===== src/rtl/video_timing_gen.sv =====
// Raster timing and test-pattern generator: programmable porch/sync timing, five
// frame-synchronous test patterns, all outputs registered one ce-cycle behind the counters.
module video_timing_gen #(
  parameter int   H_ACTIVE   = 800,
  parameter int   H_FP       = 40,
  parameter int   H_SYNC     = 48,
  parameter int   H_BP       = 40,
  parameter int   V_ACTIVE   = 480,
  parameter int   V_FP       = 13,
  parameter int   V_SYNC     = 3,
  parameter int   V_BP       = 29,
  parameter logic HSYNC_POL  = 1'b0,
  parameter logic VSYNC_POL  = 1'b0,
  parameter int   COLOR_W    = 8,
  parameter int   CHECK_LOG2 = 5,
  parameter int   MOVE_STEP  = 4,
  parameter int   BAR_W      = 16,
  localparam int  H_TOTAL    = H_ACTIVE + H_FP + H_SYNC + H_BP,
  localparam int  V_TOTAL    = V_ACTIVE + V_FP + V_SYNC + V_BP,
  localparam int  HW         = $clog2(H_TOTAL),
  localparam int  VW         = $clog2(V_TOTAL)
) (
  input  logic               pixclk,
  input  logic               reset,
  input  logic               ce,
  input  logic [2:0]         pattern_sel,
  output logic               hSync,
  output logic               vSync,
  output logic               DrawArea,
  output logic [COLOR_W-1:0] red,
  output logic [COLOR_W-1:0] green,
  output logic [COLOR_W-1:0] blue,
  output logic               frame_start,
  output logic [HW-1:0]      x,
  output logic [VW-1:0]      y
);

  localparam int OW     = $clog2(H_ACTIVE);
  localparam int BAR_PX = H_ACTIVE / 8;
  localparam int BPW    = $clog2(BAR_PX + 1);
  localparam int HS_BEG = H_ACTIVE + H_FP;
  localparam int VS_BEG = V_ACTIVE + V_FP;

  typedef enum logic [2:0] {
    PAT_BLACK = 3'd0,
    PAT_BARS  = 3'd1,
    PAT_CHECK = 3'd2,
    PAT_GRAD  = 3'd3,
    PAT_MOVE  = 3'd4
  } pattern_e;

  // Raster and frame state
  logic [HW-1:0]  hcnt_q, hcnt_d;
  logic [VW-1:0]  vcnt_q, vcnt_d;
  pattern_e       pat_q, pat_d;
  logic [OW-1:0]  off_q, off_d;
  logic [BPW-1:0] bar_px_q, bar_px_d;
  logic [3:0]     bar_idx_q, bar_idx_d;

  // Registered outputs
  logic               hsync_q, hsync_d;
  logic               vsync_q, vsync_d;
  logic               de_q, de_d;
  logic [COLOR_W-1:0] red_q, red_d;
  logic [COLOR_W-1:0] green_q, green_d;
  logic [COLOR_W-1:0] blue_q, blue_d;
  logic               fs_q, fs_d;
  logic [HW-1:0]      x_q, x_d;
  logic [VW-1:0]      y_q, y_d;

  logic h_last, v_last;
  logic draw, hs_on, vs_on;
  int   hpos, vpos, bar_diff;

  // NOTE: every variable written in always_comb gets a default first, so no path can infer a latch.
  always_comb begin
    h_last    = (int'(hcnt_q) == H_TOTAL - 1);
    v_last    = (int'(vcnt_q) == V_TOTAL - 1);
    hcnt_d    = h_last ? '0 : hcnt_q + HW'(1);
    vcnt_d    = vcnt_q;
    pat_d     = pat_q;
    off_d     = off_q;
    bar_px_d  = bar_px_q + BPW'(1);
    bar_idx_d = bar_idx_q;

    if (h_last) begin
      vcnt_d = v_last ? '0 : vcnt_q + VW'(1);
    end

    // Pattern and bar offset only change between frames, so a frame is never mixed.
    if (h_last && v_last) begin
      pat_d = (pattern_sel <= 3'd4) ? pattern_e'(pattern_sel) : PAT_BLACK;
      off_d = (int'(off_q) >= H_ACTIVE - MOVE_STEP) ? off_q - OW'(H_ACTIVE - MOVE_STEP)
                                                    : off_q + OW'(MOVE_STEP);
    end

    // Bar index tracks hcnt by counting bar widths, saturating at 8 (black remainder).
    if (h_last) begin
      bar_px_d  = '0;
      bar_idx_d = '0;
    end else if (int'(bar_px_q) == BAR_PX - 1) begin
      bar_px_d = '0;
      if (bar_idx_q != 4'd8) begin
        bar_idx_d = bar_idx_q + 4'd1;
      end
    end
  end

  always_comb begin
    hpos     = int'(hcnt_q);
    vpos     = int'(vcnt_q);
    draw     = (hpos < H_ACTIVE) && (vpos < V_ACTIVE);
    hs_on    = (hpos >= HS_BEG) && (hpos < HS_BEG + H_SYNC);
    vs_on    = (vpos >= VS_BEG) && (vpos < VS_BEG + V_SYNC);
    bar_diff = (hpos >= int'(off_q)) ? hpos - int'(off_q) : hpos + H_ACTIVE - int'(off_q);

    hsync_d = hs_on ? HSYNC_POL : ~HSYNC_POL;
    vsync_d = vs_on ? VSYNC_POL : ~VSYNC_POL;
    de_d    = draw;
    fs_d    = (hpos == 0) && (vpos == 0);
    x_d     = hcnt_q;
    y_d     = vcnt_q;
    red_d   = '0;
    green_d = '0;
    blue_d  = '0;

    if (draw) begin
      case (pat_q)
        PAT_BARS: begin
          // Index bits map directly onto the white..black bar order.
          if (bar_idx_q < 4'd8) begin
            red_d   = {COLOR_W{~bar_idx_q[1]}};
            green_d = {COLOR_W{~bar_idx_q[2]}};
            blue_d  = {COLOR_W{~bar_idx_q[0]}};
          end
        end
        PAT_CHECK: begin
          if (hpos[CHECK_LOG2] ^ vpos[CHECK_LOG2]) begin
            red_d   = '1;
            green_d = '1;
            blue_d  = '1;
          end
        end
        PAT_GRAD: begin
          red_d   = hpos[COLOR_W-1:0];
          green_d = hpos[COLOR_W-1:0];
          blue_d  = hpos[COLOR_W-1:0];
        end
        PAT_MOVE: begin
          blue_d = '1;
          if (bar_diff < BAR_W) begin
            red_d   = '1;
            green_d = '1;
          end
        end
        default: begin
          red_d   = '0;
          green_d = '0;
          blue_d  = '0;
        end
      endcase
    end
  end

  // NOTE: sequential state uses non-blocking assignments so all registers see pre-edge values.
  always_ff @(posedge pixclk) begin
    // NOTE: reset is checked before ce so it wins even while the pixel enable is low.
    if (reset) begin
      hcnt_q    <= '0;
      vcnt_q    <= '0;
      pat_q     <= PAT_BLACK;
      off_q     <= '0;
      bar_px_q  <= '0;
      bar_idx_q <= '0;
      hsync_q   <= ~HSYNC_POL;
      vsync_q   <= ~VSYNC_POL;
      de_q      <= 1'b0;
      red_q     <= '0;
      green_q   <= '0;
      blue_q    <= '0;
      fs_q      <= 1'b0;
      x_q       <= '0;
      y_q       <= '0;
    end else if (ce) begin
      hcnt_q    <= hcnt_d;
      vcnt_q    <= vcnt_d;
      pat_q     <= pat_d;
      off_q     <= off_d;
      bar_px_q  <= bar_px_d;
      bar_idx_q <= bar_idx_d;
      hsync_q   <= hsync_d;
      vsync_q   <= vsync_d;
      de_q      <= de_d;
      red_q     <= red_d;
      green_q   <= green_d;
      blue_q    <= blue_d;
      fs_q      <= fs_d;
      x_q       <= x_d;
      y_q       <= y_d;
    end
  end

  assign hSync       = hsync_q;
  assign vSync       = vsync_q;
  assign DrawArea    = de_q;
  assign red         = red_q;
  assign green       = green_q;
  assign blue        = blue_q;
  assign frame_start = fs_q;
  assign x           = x_q;
  assign y           = y_q;

endmodule


===== config.mk =====
export PLATFORM = sky130hd
export DESIGN_NAME = video_timing_gen
export DESIGN_NICKNAME = d
export VERILOG_FILES = /design/src/rtl/video_timing_gen.sv
export SDC_FILE = /design/constraint.sdc
export NUM_CORES = 1
export LEC_CHECK = 0
export BUFFER_PORTS_ARGS = -buffer_cell sky130_fd_sc_hd__buf_4
export CAP_MARGIN = 20
export CORE_UTILIZATION = 60
export DETAILED_ROUTE_END_ITERATION = 8
export PLACE_DENSITY = 0.81
export SETUP_SLACK_MARGIN = 0.05
export SYNTH_ARGS = -nofsm -noshare
export SYNTH_HDL_FRONTEND = slang
export SYNTH_SLANG_ARGS = --single-unit

===== constraint.sdc =====
create_clock -name pixclk -period 3.1 [get_ports pixclk]
set_input_delay 0.62 -clock pixclk [delete_from_list [all_inputs] [get_ports pixclk]]
set_output_delay 0.62 -clock pixclk [all_outputs]
set_load 0.02 [all_outputs]

Word level (Yosys, flattened, before mapping)

Index checks and enable logic that the tools add are counted.

Input port bits: 6
Word-level logic and storage cells: 82
Output and inout port bits: 48
Register bits after elaboration: 92

Order comparisons: 11
Reductions and logical operators: 12
$add $sub $neg: 9
Mux-type cells: 23
Equal/unequal tests: 8
Bitwise operators: 4

Operators with widths:

| operator                 | count |
|---|---|
| $pmux W8 S4              | 3 |
| $mux W8                  | 8 |
| $lt A32 B6 Y1 const B    | 1 |
| $mux W32                 | 1 |
| $mux W10                 | 3 |
| $add A10 B1 Y10 const B  | 2 |
| $ge A10 B10 Y1 const B   | 2 |
| $logic_not A10 Y1        | 2 |
| $lt A10 B10 Y1 const B   | 2 |
| $lt A10 B9 Y1 const B    | 2 |
| $mux W7                  | 2 |
| $mux W4                  | 3 |
| $sub A11 B10 Y12         | 1 |
| $add A10 B10 Y11 const B | 1 |
| $sub A10 B10 Y11         | 1 |
| $add A10 B3 Y10 const B  | 1 |
| $eq A10 B10 Y1 const B   | 1 |
| $eq A10 B8 Y1 const B    | 1 |
| $ge A10 B10 Y1           | 1 |
| $ge A10 B9 Y1 const B    | 1 |
| $sub A10 B10 Y10 const B | 1 |
| $add A7 B1 Y7 const B    | 1 |
| $eq A7 B6 Y1 const B     | 1 |
| $eq A3 B2 Y1 const B     | 2 |
| 14 further kinds         | 23 |

Depth between registers and ports, before layout

Word-level depth: 7
Depth in mapped cells: 13
Depth with buffers taken out: 11

Worst setup path after synthesis

Ideal clock, no wire load.

Path kind: register to register
From: reg hcnt_q[4]
To: reg green_q[4] (netlist: green[4])
Library setup time: 128 ps
Stages on the path, launching flop included: 11
Required time: 2972 ps
Setup slack: 255 ps
Arrival: 2718 ps
Clock period less this slack: 2845 ps
Path buffers: 2
Cell sequence: dfxtp_1 > buf_2 > inv_1 > fa_1 > o311a_1 > o41a_1 > a32oi_1 > nor4_2 > nor4_4 > buf_4 > a21oi_2

Word-level cells in the longest chain between the ends: 7
Elaborated cells on any way between the ends: 11
Those cells by class: add/sub: 3; order compare: 3; mux: 4; reduce/logical: 1

RTL lines:

| element                | line | text |
|---|---|---|
| from (decl)            | 53   | `logic [HW-1:0] hcnt_q, hcnt_d;` |
| from (signal assigned) | 185  | `hcnt_q <= hcnt_d;` |
| $add A10 B10 Y11       | 115  | `bar_diff = (hpos >= int'(off_q)) ? hpos - int'(off_q) : hpos + H_ACTIVE - int'(off_q);` |
| $sub A11 B10 Y12       | 115  |  |
| $mux W32               | 115  |  |
| $lt A32 B6 Y1          | 151  | `if (bar_diff < BAR_W) begin` |
| $mux W8                | 151  |  |
| $pmux W8 S4            | 128  | `case (pat_q)` |
| $mux W8 *              | 127  | `if (draw) begin` |
| to (signal assigned)   | 195  | `green_q <= green_d;` |
| to (decl)              | 65   | `logic [COLOR_W-1:0] green_q, green_d;` |

Mark *: on every way between the ends. The rest lies on a longest branch, timed or not.
A chain may end at the register's enable or synchronous reset.

Worst setup path in the final report

From: reg off_q[4]
To: reg green_q[7] (netlist: green[7])

Word-level cells in the longest chain between the ends: 6
Elaborated cells on any way between the ends: 8
Those cells by class: add/sub: 2; order compare: 2; mux: 4

RTL lines:

| element                                  | line | text |
|---|---|---|
| from (decl)                              | 56   | `logic [OW-1:0] off_q, off_d;` |
| from (signal assigned)                   | 172  | `off_q <= '0;` |
| from (signal assigned)                   | 188  | `off_q <= off_d;` |
| $sub A11 B10 Y12 (tied with other cells) | 115  |  |
| $mux W32 *                               | 115  |  |
| $lt A32 B6 Y1 *                          | 151  |  |
| $mux W8 *                                | 151  |  |
| $pmux W8 S4 *                            | 128  |  |
| $mux W8 *                                | 127  |  |

Marked as above.

==> run summary <==
Endpoint class of the critical path -> register
Vias -> 5082
First-pass GRT wire length -> 23.4 mm
Top FF cell, synth -> dfxtp_1
RSZ-0062 raised after global routing -> false
Post-synth EDFFs -> 0
Worst Hold Launch -> DrawArea
Simple-gate share of the synthesized area -> 22.0%
Post-Synthesis Net Count -> 669
Die ar. -> 0.00949 mm^2
CP startpoint kind -> register
Post-layout min period -> 2900 ps
Cell mode on critical path -> nor4_4
Cell Rows -> 34
Critical path type -> reg2reg
Avg WL per Cell -> 17.3 um
H-tree depth -> 3
Reg2reg start -> off_q[4]
Worst Hold Class -> reg2reg
Final Slew Violations -> 0
Critical path cell sequence -> inv_1 > ha_1 > fa_2 > nor2_1 > o211ai_1 > a211oi_2 > mux2_2 > nor4_4 > nor4_4 > buf_12 > a21oi_1
CP max-delay cell -> fa_2
Synth Area in XOR/XNOR -> 5.29%
Worst endpoint required time -> 3410 ps
Worst setup margin -> 199 ps
Yosys cell types -> 73
Detail Placement HPWL -> 9.99 mm
Peak VDD IR -> 261 uV
Most common cell after layout, fill and taps aside -> buf_4
RD Place Congestion -> 0.934
Grt total ovfl -> 0
Final instance area -> 0.00640 mm^2
Cts-stage hold buffer count -> 0
Post-placement setup slack -> -164 ps
Peak Freq -> 0.345 GHz
Die height -> 97.4 um
FFs w/ async S/R, synth -> 0%
Placed Area -> 0.00612 mm^2
Post-DRT Antenna Nets -> 0
Multi-input gate area -> 0.00338 mm^2
Yosys reg bits -> 90
Fillers -> 642
Layout cells sized above 1 -> 22.2%
Vias in the first global route -> 4823
Initial antenna violation count -> 0
Final net count -> 738
Worst R2R Setup Slack -> 200 ps
Worst-Skew Late Latency -> 380 ps
Sink Count -> 90
Most frequent cells in the layout -> buf_4 (95), dfxtp_1 (89), nor2_1 (74), a21oi_1 (46)
Clock Skew -> 9.09 ps
Worst rel slew slack -> 44.3%
Synthesized instance count -> 629
Pwr Density -> 337 mW/mm^2
Die span in x -> 97.4 um
Compound-Gate Fraction of Synth Area -> 21.9%
Ant. Diodes -> 0
Initial DRC count -> 398
Leak -> 2.45 nW
Sequential share of the synthesized area -> 33.0%
Largest area contributor in the netlist -> dfxtp_1
Proportion of synthesized area in mux cells -> 3.87%
FF+latch area -> 0.00180 mm^2
Largest family of logic cells by synthesized area -> simple AND/OR/NAND/NOR gates
Buffers & Inverters on Critical Path -> 2
Hold Vio Cnt, Final -> 0
Ports -> 54
Adder-cell share of the synthesized area -> 8.34%
Status -> completed
Post-Route WL -> 14.0 mm
Clock-pin slew on the worst setup and hold paths -> 100 ps
CTS buffer count -> 9
Total track usage -> 29.8%
Final Setup Violations -> 0
Total of warnings raised by yosys -> 0
Area Growth Syn to Fin -> 17.1%
DRC errors left -> 0
Synthesized cell area -> 0.00546 mm^2
Synth area leaders -> dfxtp_1 (33%), ha_1 (6.9%), nor2_1 (5.1%)
Worst Setup SP -> off_q[4]
Crit path arrival time -> 3210 ps
Starting density of the core -> 62.3%
Synth top area share -> 33.0%
Period utilisation layout -> 93.6%
Mean post-synth cell area -> 8.68 um^2
Largest stage delay, worst path -> 490 ps
CTS root buffer -> clkbuf_8
Core area -> 0.00876 mm^2
Critical path fanouts, max -> 16
Delay-heaviest family, CP -> adder cells
Worst-Margin Slew -> 836 ps
Port buffer count -> 53
Vias per cell -> 6.27
Largest net degree at the start of global routing -> 57
Bufs on Longest Clock Path -> 2
CTS tree -> yes
Detailed Routing Iterations Pass 1 -> 5
Max-cap violation count -> 0
-- synth_stat cells, drive strengths merged, types with 5 or more instances --
library cell,instances
nor4,7
clkbuf,24
nand2b,30
nor2,76
a221oi,16
or2,6
a22oi,17
nand3,15
a21oi,57
xor2,13
ha,30
dfxtp,90
buf,15
nor3,12
a31oi,5
nand2,30
and2,5
a32o,16
o21ai,15
mux2i,20
inv,30
xnor2,20
nand4,15
-- state kept, by name, indices dropped and copies added, names as in the netlist, 8 cells and up --
name    flops
green       8
blue        8
off_q       8
x          10
vcnt_q     10
hcnt_q     10
red         8
y          10
-- power breakdown --
group	total [mW]	switching (mW)	internal [mW]
Clock	0.879	0.480	0.399
Sequential	1.17	0.00827	1.16
Combinational	0.107	0.0645	0.0421
Total	2.16	0.553	1.60
-- worst register-to-register path: stages, from the launching register on --
cell	delay, ps
dfxtp_2	390
inv_1	100
ha_1	210
fa_2	490
nor2_1	130
o211ai_1	160
a211oi_2	250
mux2_2	390
nor4_4	310
nor4_4	90
buf_12	170
a21oi_1	140
-- cell type report --
| cell class | instances | area share [%] |
|---|---|---|
| multi-input combinational | 470 | 52.9 |
| inverter | 30 | 1.76 |
| clock inverter | 7 | 1.51 |
| tap | 108 | 2.11 |
| clock buffer | 9 | 1.94 |
| sequential | 90 | 28.2 |
| timing repair buffer | 97 | 11.6 |
-- routing by layer --
layer	up-vias	wire length [um]	global-route usage, %
li1	2412	-	-
met1	2464	6210	39.0
met2	168	6810	49.1
met3	38	624	4.46
met4	0	383	12.1
met5	-	0	0
-- logic make-up (layout without fill, tap and decap cells) --
family / Yosys count / in the layout
compound gates: 161 / 161
xor+xnor: 33 / 33
fa+ha+maj: 34 / 34
buf+inv: 69 / 143
flops: 90 / 90
mux: 21 / 21
simple gates: 221 / 221
-- final timing paths --
kind	cells past startpoint	endpoint
setup reg to reg	11	green[7]
setup / recovery	11	green[7]
hold reg to reg	2	DrawArea
hold / removal	2	DrawArea
-- timing repair --
| action | 4_1_cts | 5_1_grt |
|---|---|---|
| pin swaps | 1 | 1 |
| setup endpoints to repair | 16 | 16 |
| buffers inserted | 1 | 1 |
| gates resized for setup | 0 | 7 |
-- through the flow --
step / setup TNS, ps / instances / hold WS [ps] / power (mW) / utilization, %
after floorplan: 0 / 629 / 463 / 1.27 / -
after global placement: -696 / 793 / 463 / 1.30 / 69.8
after detailed placement: -1570 / 793 / 471 / 1.30 / 69.8
after CTS: 0 / 810 / 490 / 2.16 / 72.5
after global routing: 0 / 811 / 510 / 2.22 / 73.0
final: 0 / 811 / 489 / 2.16 / 73.0
No activity file was read; power rests on OpenSTA's default activity.
